==> src/rtl/hazard_ctrl.sv <==
// Decode->execute hazard controller: load-use stalls, EX forwarding selects,
// branch flush sequencing and saturating stall/flush counters.
`ifndef OPCODE_WIDTH
`define OPCODE_WIDTH 6
`endif

module hazard_ctrl #(
    parameter int AWIDTH    = 5,
    parameter int CNT_WIDTH = 16
) (
    input  logic                     h_clk,
    input  logic                     h_rst,
    input  logic                     h_i_ce,
    input  logic [`OPCODE_WIDTH-1:0] h_i_opcode,
    input  logic [AWIDTH-1:0]        h_i_addr_rs,
    input  logic [AWIDTH-1:0]        h_i_addr_rt,
    input  logic [AWIDTH-1:0]        h_i_addr_rd,
    input  logic                     h_i_br_taken,
    output logic                     h_o_stall,
    output logic                     h_o_flush,
    output logic                     h_o_ex_ce,
    output logic [1:0]               h_o_fwd_rs,
    output logic [1:0]               h_o_fwd_rt,
    output logic [CNT_WIDTH-1:0]     h_o_stall_cnt,
    output logic [CNT_WIDTH-1:0]     h_o_flush_cnt
);

    localparam int OW = `OPCODE_WIDTH;
    localparam logic [OW-1:0] OP_RTYPE  = OW'(0);
    localparam logic [OW-1:0] OP_LOAD   = OW'(35);
    localparam logic [OW-1:0] OP_STORE  = OW'(43);
    localparam logic [OW-1:0] OP_BRANCH = OW'(4);

    typedef enum logic [1:0] {RUN, FLUSH1, FLUSH2} state_t;

    typedef struct packed {
        logic              v;
        logic [AWIDTH-1:0] dst;
        logic              ld;
    } slot_t;

    state_t                state_q, state_d;
    slot_t                 ex_q, ex_d, mem_q, mem_d;
    logic                  flush_q, flush_d;
    logic                  ex_ce_q, ex_ce_d;
    logic [1:0]            fwd_rs_q, fwd_rs_d, fwd_rt_q, fwd_rt_d;
    logic [CNT_WIDTH-1:0]  stall_cnt_q, stall_cnt_d;
    logic [CNT_WIDTH-1:0]  flush_cnt_q, flush_cnt_d;

    logic              use_rs, use_rt, is_ld, dst_v, run;
    logic              hit_rs, hit_rt, stall, accept;
    logic [AWIDTH-1:0] dst;

    function automatic logic [1:0] fwd_sel(input logic [AWIDTH-1:0] src,
                                           input logic              used,
                                           input slot_t             ex,
                                           input slot_t             mem);
        logic [1:0] sel;
        sel = 2'b00;
        if (used && src != '0) begin
            if (ex.v && ex.dst == src)        sel = 2'b01;
            else if (mem.v && mem.dst == src) sel = 2'b10;
        end
        return sel;
    endfunction

    always_comb begin
        use_rs = 1'b0;
        use_rt = 1'b0;
        is_ld  = 1'b0;
        dst_v  = 1'b0;
        dst    = '0;
        case (h_i_opcode)
            OP_RTYPE: begin
                use_rs = 1'b1;
                use_rt = 1'b1;
                dst_v  = 1'b1;
                dst    = h_i_addr_rd;
            end
            OP_LOAD: begin
                use_rs = 1'b1;
                is_ld  = 1'b1;
                dst_v  = 1'b1;
                dst    = h_i_addr_rt;
            end
            OP_STORE, OP_BRANCH: begin
                use_rs = 1'b1;
                use_rt = 1'b1;
            end
            default: ;
        endcase
    end

    always_comb begin
        run    = (state_q == RUN);
        hit_rs = use_rs && h_i_addr_rs != '0 && h_i_addr_rs == ex_q.dst;
        hit_rt = use_rt && h_i_addr_rt != '0 && h_i_addr_rt == ex_q.dst;
        // Branch squash outranks the load-use check.
        stall  = run && !h_i_br_taken && h_i_ce && ex_q.v && ex_q.ld
                 && (hit_rs || hit_rt);
        accept = run && !h_i_br_taken && h_i_ce && !stall;

        state_d = state_q;
        case (state_q)
            RUN:     if (h_i_br_taken) state_d = FLUSH1;
            FLUSH1:  state_d = FLUSH2;
            FLUSH2:  state_d = RUN;
            default: state_d = RUN;
        endcase

        mem_d = ex_q;
        ex_d  = '0;
        if (accept) begin
            ex_d.v   = dst_v && dst != '0;
            ex_d.dst = dst_v ? dst : '0;
            ex_d.ld  = is_ld;
        end

        ex_ce_d  = accept;
        flush_d  = (state_d != RUN);
        fwd_rs_d = accept ? fwd_sel(h_i_addr_rs, use_rs, ex_q, mem_q) : 2'b00;
        fwd_rt_d = accept ? fwd_sel(h_i_addr_rt, use_rt, ex_q, mem_q) : 2'b00;

        stall_cnt_d = stall_cnt_q;
        if (stall && !(&stall_cnt_q))
            stall_cnt_d = stall_cnt_q + CNT_WIDTH'(1);
        flush_cnt_d = flush_cnt_q;
        if (flush_d && !(&flush_cnt_q))
            flush_cnt_d = flush_cnt_q + CNT_WIDTH'(1);
    end

    always_ff @(posedge h_clk or negedge h_rst) begin
        if (!h_rst) begin
            state_q     <= RUN;
            ex_q        <= '0;
            mem_q       <= '0;
            flush_q     <= 1'b0;
            ex_ce_q     <= 1'b0;
            fwd_rs_q    <= 2'b00;
            fwd_rt_q    <= 2'b00;
            stall_cnt_q <= '0;
            flush_cnt_q <= '0;
        end else begin
            state_q     <= state_d;
            ex_q        <= ex_d;
            mem_q       <= mem_d;
            flush_q     <= flush_d;
            ex_ce_q     <= ex_ce_d;
            fwd_rs_q    <= fwd_rs_d;
            fwd_rt_q    <= fwd_rt_d;
            stall_cnt_q <= stall_cnt_d;
            flush_cnt_q <= flush_cnt_d;
        end
    end

    assign h_o_stall     = stall;
    assign h_o_flush     = flush_q;
    assign h_o_ex_ce     = ex_ce_q;
    assign h_o_fwd_rs    = fwd_rs_q;
    assign h_o_fwd_rt    = fwd_rt_q;
    assign h_o_stall_cnt = stall_cnt_q;
    assign h_o_flush_cnt = flush_cnt_q;

endmodule

==> config.mk <==
export PLATFORM = sky130hd
export DESIGN_NAME = hazard_ctrl
export DESIGN_NICKNAME = d
export VERILOG_FILES = /design/src/rtl/hazard_ctrl.sv
export SDC_FILE = /design/constraint.sdc
export NUM_CORES = 1
export LEC_CHECK = 0
export ABC_AREA = 0
export CAP_MARGIN = 20
export CORE_ASPECT_RATIO = 1.4
export CORE_MARGIN = 3
export CORE_UTILIZATION = 45
export CTS_BUF_LIST = sky130_fd_sc_hd__clkbuf_4
export DETAILED_ROUTE_END_ITERATION = 10
export GPL_ROUTABILITY_DRIVEN = 0
export PLACE_DENSITY = 0.74
export SETUP_SLACK_MARGIN = 0.1
export SLEW_MARGIN = 0
export SYNTH_ARGS = -nofsm -noshare
export SYNTH_HDL_FRONTEND = slang
export SYNTH_SLANG_ARGS = --single-unit
==> constraint.sdc <==
create_clock -name h_clk -period 4.81 [get_ports h_clk]
set_input_delay 1.2025 -clock h_clk [delete_from_list [all_inputs] [get_ports h_clk]]
set_output_delay 1.2025 -clock h_clk [all_outputs]
set_load 0.05 [all_outputs]
# ---- After elaboration in Yosys (flattened, before gate mapping)
# Index checks and enable logic that the tools add are counted.
dict set report classes {
  addsub 2
  eq_ne 10
  n_mux 17
  reduce_logical 33
}
# op n
set ops {}
lappend ops {{16-bit by 1-bit adder with 16-bit output, second input constant} 2}
lappend ops {{16-bit AND reduction} 2}
lappend ops {{5-bit == test} 6}
lappend ops {{2-bit two-way mux} 9}
lappend ops {{1-bit logical AND} 17}
lappend ops {{5-bit nonzero test} 3}
lappend ops {{6-bit == test, second input constant} 2}
lappend ops {{5-bit one-hot mux with 2 select lines} 1}
lappend ops {{7-bit two-way mux} 1}
lappend ops {{6-bit by 3-bit == test with 1-bit output, second input constant} 1}
lappend ops {{6-bit logical NOT} 1}
lappend ops {{5-bit two-way mux} 1}
lappend ops {{1-bit logical NOT} 4}
lappend ops {{1-bit two-way mux} 4}
lappend ops {{2-bit one-hot mux with 2 select lines} 1}
lappend ops {{4-bit OR reduction} 1}
lappend ops {{3-bit OR reduction} 1}
lappend ops {{2-bit by 1-bit == test with 1-bit output, second input constant} 1}
lappend ops {{2-bit logical NOT} 1}
lappend ops {{2-bit nonzero test} 1}
lappend ops {{2-bit OR reduction} 1}
lappend ops {{1-bit logical OR} 1}
dict set report word_totals {
  register_bits 53
  out_inout_bits 39
}

# ---- Longest topological paths before layout
# Gate-level depths: netlist of the first run.
dict set report logic_depth {
  ltp_word 10
  depth_mapped 7
}

# ---- Worst setup path after synthesis of the first run
# Ideal clock, no wire load.
dict set report synth_path {
  path_type {input-to-output}
  start {input port h_i_opcode[1]}
  end {output port h_o_stall}
  arrival_ps 3093
  path_slack_ps 514
  cell_stages 6
  n_path_buf 1
  path_cell_list {or4_1 a221o_1 clkinv_1 a22oi_2 buf_4 nor2_1}
}
dict set report synth_via {
  elab_chain_cells 7
  elab_cells_between_ends 14
  classes_between {3 x eq/ne; 2 x mux; 9 x reduce/logical}
}
# item line_no
set synth_rtl {}
lappend synth_rtl {{start, declared} 14} ;# input logic [`OPCODE_WIDTH-1:0] h_i_opcode,
lappend synth_rtl {{6-bit == test, or another cell as far along} 73} ;# case (h_i_opcode)
lappend synth_rtl {{4-bit OR reduction (no source line) / 3-bit OR reduction (equally long branches)} n/a}
lappend synth_rtl {{1-bit two-way mux} 73}
lappend synth_rtl {{1-bit logical AND, on equally long branches (2 in series)} {96, 97}}
lappend synth_rtl {{1-bit logical OR *} 100} ;# && (hit_rs || hit_rt);
lappend synth_rtl {{1-bit logical AND *} 100}
lappend synth_rtl {{end, declared} 19} ;# output logic h_o_stall,
# Mark *: on every way between the ends. The rest lies on a longest branch, timed or not.

# ---- Worst setup path in the final report of the first run
# Ends and elaborated chain as after synthesis.

==> results of run 1 <==
## state kept, by name, indices dropped and copies added, names as in the netlist
name,cells
mem_q,6
state_q,2
h_o_ex_ce,1
ex_q,7
h_o_flush,1
h_o_stall_cnt,16
h_o_fwd_rs,2
h_o_flush_cnt,16
h_o_fwd_rt,2
## synthesized netlist by cell type, types with 3 or more instances
master                    number
sky130_fd_sc_hd__a22oi_1       5
sky130_fd_sc_hd__xnor2_1      24
sky130_fd_sc_hd__nor4_1        6
sky130_fd_sc_hd__nand4_1       7
sky130_fd_sc_hd__nor2_1       18
sky130_fd_sc_hd__xor2_1       24
sky130_fd_sc_hd__and3_1        7
sky130_fd_sc_hd__nor3b_1       3
sky130_fd_sc_hd__or2_2         3
sky130_fd_sc_hd__inv_1         4
sky130_fd_sc_hd__or3_1         3
sky130_fd_sc_hd__nor3_2        6
sky130_fd_sc_hd__nand3_1      16
sky130_fd_sc_hd__nand2_1      19
sky130_fd_sc_hd__nor3_1        8
sky130_fd_sc_hd__and4_1        3
sky130_fd_sc_hd__dfrtp_1      53
## power by group
| part | leakage, nW | switching, mW | internal [mW] |
|---|---|---|---|
| clock network | 0.0310 | 0.134 | 0.0555 |
| logic | 0.675 | 0.174 | 0.109 |
| registers | 0.721 | 0.0395 | 0.479 |
## critical path, stage by stage
cell and delay [ns]:
sky130_fd_sc_hd__clkdlybuf4s50_1 0.43, sky130_fd_sc_hd__or4_1 0.56, sky130_fd_sc_hd__o21a_1 0.15, sky130_fd_sc_hd__a211oi_2 0.23, sky130_fd_sc_hd__a22oi_2 0.12, sky130_fd_sc_hd__nor2_1 0.22, sky130_fd_sc_hd__buf_12 0.17
## kinds of logic (layout without fill, tap and decap cells)
family | count (synthesis) | in the layout | synth area share (%)
buf+inv | 8 | 79 | 1.36
compound gates | 15 | 15 | 5.33
xor+xnor | 48 | 48 | 16.3
simple gates | 107 | 107 | 23.0
mux | 4 | 4 | 1.74
flops | 53 | 53 | 51.4
fa+ha+maj | 2 | 2 | 0.969
## per-stage QoR
stage | hold slack, ns | power [mW] | area [sq um] | utilization, % | worst slack, ns
5_1_grt | 0.480 | 1.04 | 3360 | 60.9 | 0.438
2_1_floorplan | 0.405 | 0.698 | 2580 | - | 0.514
3_3_place_gp | 0.423 | 0.810 | 3310 | 59.9 | 0.528
6_report | 0.455 | 0.991 | 3360 | 60.9 | 0.517
4_1_cts | 0.455 | 1.00 | 3360 | 60.9 | 0.501
3_5_place_dp | 0.424 | 0.813 | 3310 | 59.9 | 0.508
## worst paths after layout
kind                                            endpoint  depth (start not counted)  slack, ns               from
max                                            h_o_stall                          7       0.52      h_i_opcode[1]
min                                   mem_q[4]$_DFF_PN0_                          0       0.45  ex_q[4]$_DFF_PN0_
max reg2reg                h_o_stall_cnt[14]$_DFFE_PN0P_                          7       2.62  ex_q[2]$_DFF_PN0_
min reg2reg                           mem_q[4]$_DFF_PN0_                          0       0.45  ex_q[4]$_DFF_PN0_
max in group asynchronous              ex_q[4]$_DFF_PN0_                          2       3.45              h_rst
min in group asynchronous   h_o_stall_cnt[5]$_DFFE_PN0P_                          2       0.92              h_rst
## layout make-up
class	count	area share, %
clock buffer	5	1.12
clock inverter	3	0.521
inverter	5	0.558
multi-input combinational	176	36.3
sequential	53	39.4
tap	68	2.53
timing repair buffer	66	19.6
## metal layers
layer | share of wire, % | global-route usage, %
met1 | 40 | 19.6
met3 | 3.9 | 2.95
met2 | 54 | 29.7
met5 | 0 | 0
met4 | 1.6 | 5.27
==> impl_metrics.json, run 1 <==
{
  "status": "finished, final reports clean",
  "critical_path_class": "in -> out",
  "gate_count_of_the_mapped_netlist": 237,
  "grt_antenna_before_repair": 0,
  "num-fill-cells": 490,
  "clock_root_buffer": "sky130_fd_sc_hd__clkbuf_4",
  "pin_count": 64,
  "clk_pin_slew_ns": 0.13,
  "commonest_cells_after_routing_fill_and_taps_aside": "61 x sky130_fd_sc_hd__clkdlybuf4s50_1, 53 x sky130_fd_sc_hd__dfrtp_1, 24 x sky130_fd_sc_hd__xnor2_1, 24 x sky130_fd_sc_hd__xor2_1, 19 x sky130_fd_sc_hd__nand2_1",
  "max-clock-path-buffers": 2,
  "worst_slew_pin_slew_ns": 0.753,
  "critPathCaptureType": "output pin",
  "layout_commonest_cell": "sky130_fd_sc_hd__clkdlybuf4s50_1",
  "ys.warnings.count": 0,
  "route.detailed.vias_per_inst": 5.20,
  "cts_tree": "built",
  "timing.critical_path.arrival_ns": 3.09,
  "clock_insertion_delay_worst_skew_ns": 0.36,
  "cp_data_required_time_ns": 3.61,
  "tritoncts.num_buffers": 5,
  "fp.coreArea_sq_um": 5530,
  "io_buffer_count": 63,
  "wire_per_inst_um": 13.8,
  "drv.max_cap_violation_count": 0,
  "tcrit_tclk_final_pct": 89.2,
  "area.growth.synth_to_final_pct": 30.3,
  "antenna_cells": 0,
  "grt_pass1_vias": 1919,
  "period_needed_ns": 4.29,
  "finalClockSkew_ns": 0.0162,
  "cts_resized": 0,
  "global_route.usage.total_pct": 16.4,
  "cts_post_setup_buffers_inserted": 0,
  "synthArstFlopShare_pct": 100,
  "multi_input_comb_area_sq_um": 1220,
  "synthesis.area_sq_um": 2580,
  "p_leak_nw": 1.43,
  "synth.top_cell.area_share_pct": 51.4,
  "ff_latch_area_sq_um": 1330,
  "power_dens_cells_nw_per_um2": 294,
  "finalNetCount": 334,
  "vdd_drop_max_v": 0.000148,
  "max_freq_mhz": 233,
  "grt_setup_unrepaired": "no",
  "routed-via-count": 1954,
  "wl_final_mm": 5.19,
  "mean_syn_cell_area_sq_um": 10.9,
  "synth-edff-count": 0,
  "detailedRoute.firstIterationViolations": 56,
  "worst_slew_margin_rel_pct": 49.3,
  "clock_tree.htree_level_count": 2,
  "place.detailed.hpwl_mm": 4.08,
  "min-delay-path-class": "reg -> reg",
  "synth.distinct_cells": 41,
  "maximum_net_fanout_on_the_critical_path": 3,
  "yosys_register_bits": 53,
  "drv_slew": 0,
  "drive_gt1_share_pct": 9.09,
  "drt.antenna.violating_nets": 0,
  "synth_nets": 264,
  "drt_pre_antenna_iters": 4,
  "die_w_um": 70.0,
  "setup_total_negative_slack_ns": 0,
  "place.detailed.instances": 368,
  "synth_area_leaders": "sky130_fd_sc_hd__dfrtp_1 51%, sky130_fd_sc_hd__xnor2_1 8.1%, sky130_fd_sc_hd__xor2_1 8.1%",
  "fp-row-count": 32,
  "fin_cells": 376,
  "start_util_pct": 46.7,
  "cts_sinks": 53,
  "cts_hold_repair.buffers": 0,
  "remaining_overflow_grt": 0,
  "dominantRegCellSynth": "sky130_fd_sc_hd__dfrtp_1",
  "synth_sequential_area_ratio_pct": 51.4,
  "setup.worst_path.start_class": "input pin",
  "report.final.setup_viol": 0,
  "grt_pass1_wl_mm": 8.73,
  "maximum_number_of_pins_on_one_net_before_global_route_repair": 54,
  "fp.dieArea_sq_um": 6700,
  "hold_violations": 0,
  "fp.dieH_um": 95.6,
  "synth.largest_area_cell": "sky130_fd_sc_hd__dfrtp_1",
  "remaining_drc_errors": 0
}
Note: power is estimated with default switching activity, not from simulation.
==> run 2, diff against run 1 <==
--- a/config.mk
+++ b/config.mk
@@ -15,6 +15,7 @@
 export GPL_ROUTABILITY_DRIVEN = 0
 export PLACE_DENSITY = 0.74
 export SETUP_SLACK_MARGIN = 0.1
+export SKIP_CTS_REPAIR_TIMING = 1
 export SLEW_MARGIN = 0
 export SYNTH_ARGS = -nofsm -noshare
 export SYNTH_HDL_FRONTEND = slang
==> results of run 2 <==
Same layout as run 1: the final DEF is identical, and so are final timing and power.
==> run 3, diff against run 2 <==
--- a/config.mk
+++ b/config.mk
@@ -7,7 +7,6 @@
 export LEC_CHECK = 0
 export ABC_AREA = 0
 export CAP_MARGIN = 20
-export CORE_ASPECT_RATIO = 1.4
 export CORE_MARGIN = 3
 export CORE_UTILIZATION = 45
 export CTS_BUF_LIST = sky130_fd_sc_hd__clkbuf_4
==> run 3 against run 2 <==
  * Largest cell class unchanged
  * Cell count increased by 0.27%
  * Sequential share of layout area about the same
  * Worst setup slack got worse by 0.017 ns
  * Worst hold slack improved by 0.0043 ns
  * Wire length increased by 0.66%
==> impl_metrics.json, run 3 (synthesized netlist as in run 1, its figures left out) <==
{
  "critPathCaptureType": "output pin",
  "start_util_pct": 48.4,
  "num-fill-cells": 463,
  "layout_commonest_cell": "sky130_fd_sc_hd__clkdlybuf4s50_1",
  "report.final.setup_viol": 0,
  "min_delay_path_depth": 0,
  "place.detailed.hpwl_mm": 4.00,
  "r2r_end": "h_o_stall_cnt[14]$_DFFE_PN0P_",
  "timing.reg2reg.setup_slack_ns": 2.54,
  "worst_slew_pin_slew_ns": 0.900,
  "commonest_cells_after_routing_fill_and_taps_aside": "61 x sky130_fd_sc_hd__clkdlybuf4s50_1, 53 x sky130_fd_sc_hd__dfrtp_1, 24 x sky130_fd_sc_hd__xnor2_1, 24 x sky130_fd_sc_hd__xor2_1, 19 x sky130_fd_sc_hd__nand2_1",
  "finalClockSkew_ns": 0.00625,
  "drive_gt1_share_pct": 8.47,
  "critical_path_class": "in -> out",
  "hold_violations": 0,
  "clock_tree.htree_level_count": 2,
  "timing.critical_path.slowest_stage_cell": "sky130_fd_sc_hd__or4_1",
  "ff_latch_area_sq_um": 1330,
  "worstHoldEndpoint": "mem_q[2]$_DFF_PN0_",
  "finalNetCount": 334,
  "crit-reg2reg-launch": "ex_q[2]$_DFF_PN0_",
  "timing.critical_path.arrival_ns": 3.11,
  "fp.dieH_um": 81.8,
  "power_dens_cells_nw_per_um2": 293,
  "min-delay-path-class": "reg -> reg",
  "postLayoutSetupSlackWorst_ns": 0.500,
  "grt_pass1_wl_mm": 9.03,
  "max-clock-path-buffers": 2,
  "pin_count": 64,
  "fp.dieArea_sq_um": 6680,
  "detailedRoute.firstIterationViolations": 76,
  "drv_slew": 0,
  "fp-row-count": 26,
  "route.detailed.vias_per_inst": 5.17,
  "drt_pre_antenna_iters": 4,
  "multi_input_comb_area_sq_um": 1220,
  "pwr_total_uw": 985,
  "global_route.usage.total_pct": 17.5,
  "tritoncts.num_buffers": 5,
  "cts_tree": "built",
  "grt_pass1_vias": 1951,
  "drt.antenna.violating_nets": 0,
  "finalHoldWorstSlack_ns": 0.459,
  "grt_antenna_before_repair": 0,
  "worst_slew_margin_rel_pct": 39.5,
  "grt_setup_unrepaired": "no",
  "cp_data_required_time_ns": 3.61,
  "maximum_net_fanout_on_the_critical_path": 3,
  "status": "finished, final reports clean",
  "routed-via-count": 1948,
  "area.growth.synth_to_final_pct": 30.1,
  "holdCritStartpoint": "ex_q[2]$_DFF_PN0_",
  "max_freq_mhz": 232,
  "place_worst_setup_slack_ns": 0.502,
  "antenna_cells": 0,
  "vdd_drop_max_v": 0.000254,
  "wl_final_mm": 5.22,
  "slowest_stage_delay_on_critical_path_ns": 0.56,
  "setup.worst_path.start_class": "input pin",
  "fp.coreArea_sq_um": 5340,
  "remaining_overflow_grt": 0,
  "period_needed_ns": 4.31,
  "tcrit_tclk_final_pct": 89.6,
  "clock_insertion_delay_worst_skew_ns": 0.36,
  "setup_total_negative_slack_ns": 0,
  "clk_pin_slew_ns": 0.13,
  "worstPathCellList": "clkdlybuf4s50_1, or4_1, a221o_1, clkinv_1, a22oi_2, nor2_1, buf_12",
  "io_buffer_count": 63,
  "wire_per_inst_um": 13.8,
  "clock_root_buffer": "sky130_fd_sc_hd__clkbuf_4",
  "cts_sinks": 53,
  "p_leak_nw": 1.43,
  "maximum_number_of_pins_on_one_net_before_global_route_repair": 40,
  "die_w_um": 81.8,
  "drv.max_cap_violation_count": 0,
  "remaining_drc_errors": 0,
  "worstRegToRegCells": 7
}
[run 3: cell count changes in the layout (fill, tap and decap cells not counted), sizes merged]
cell / before / now
clkinvlp: 1 / 0
clkinv: 3 / 2
clkbuf: 5 / 6
[run 3: layout make-up]
type / count / area share [%]
sequential: 53 / 39.5
multi-input combinational: 176 / 36.3
timing repair buffer: 66 / 19.6
tap: 70 / 2.61
clock buffer: 6 / 1.34
inverter: 5 / 0.558
clock inverter: 1 / 0.112
[run 3: worst max path at each step]
stage | startpoint | to | slack, ns | cells after the start
after detailed placement | h_i_opcode[1] | h_o_stall | 0.50 | 7
after CTS | h_i_opcode[1] | h_o_stall | 0.48 | 7
final | h_i_opcode[1] | h_o_stall | 0.50 | 7
after global placement | h_i_opcode[1] | h_o_stall | 0.50 | 7
after floorplan | h_i_opcode[1] | h_o_stall | 0.51 | 6
after global routing | h_i_opcode[1] | h_o_stall | 0.38 | 7
[run 3: routing by layer]
metal / part of all wire [%] / up-vias / track usage, %
met5: 0 / - / 0
met2: 46 / 47 / 28.0
li1: - / 974 / -
met4: 0.77 / 0 / 7.48
met3: 4.7 / 4 / 2.85
met1: 48 / 923 / 23.6
[run 3: through the flow]
stage,cell area [sq um],cells,util (%)
6_report,3360,377,63.0
5_1_grt,3360,377,63.0
4_1_cts,3360,377,63.0
3_5_place_dp,3310,370,62.1
3_3_place_gp,3310,370,62.1
2_1_floorplan,2580,237,-
[run 3: worst max-delay path: cells and delay by family]
kind | cells | cell delay [ns]
buf+inv | 3 | 0.68
simple gates | 2 | 0.80
compound gates | 2 | 0.43
[run 3: power by group]
part | total (mW) | switching [mW] | internal, mW
registers | 0.518 | 0.0389 | 0.479
clock network | 0.185 | 0.125 | 0.0591
logic | 0.283 | 0.174 | 0.109
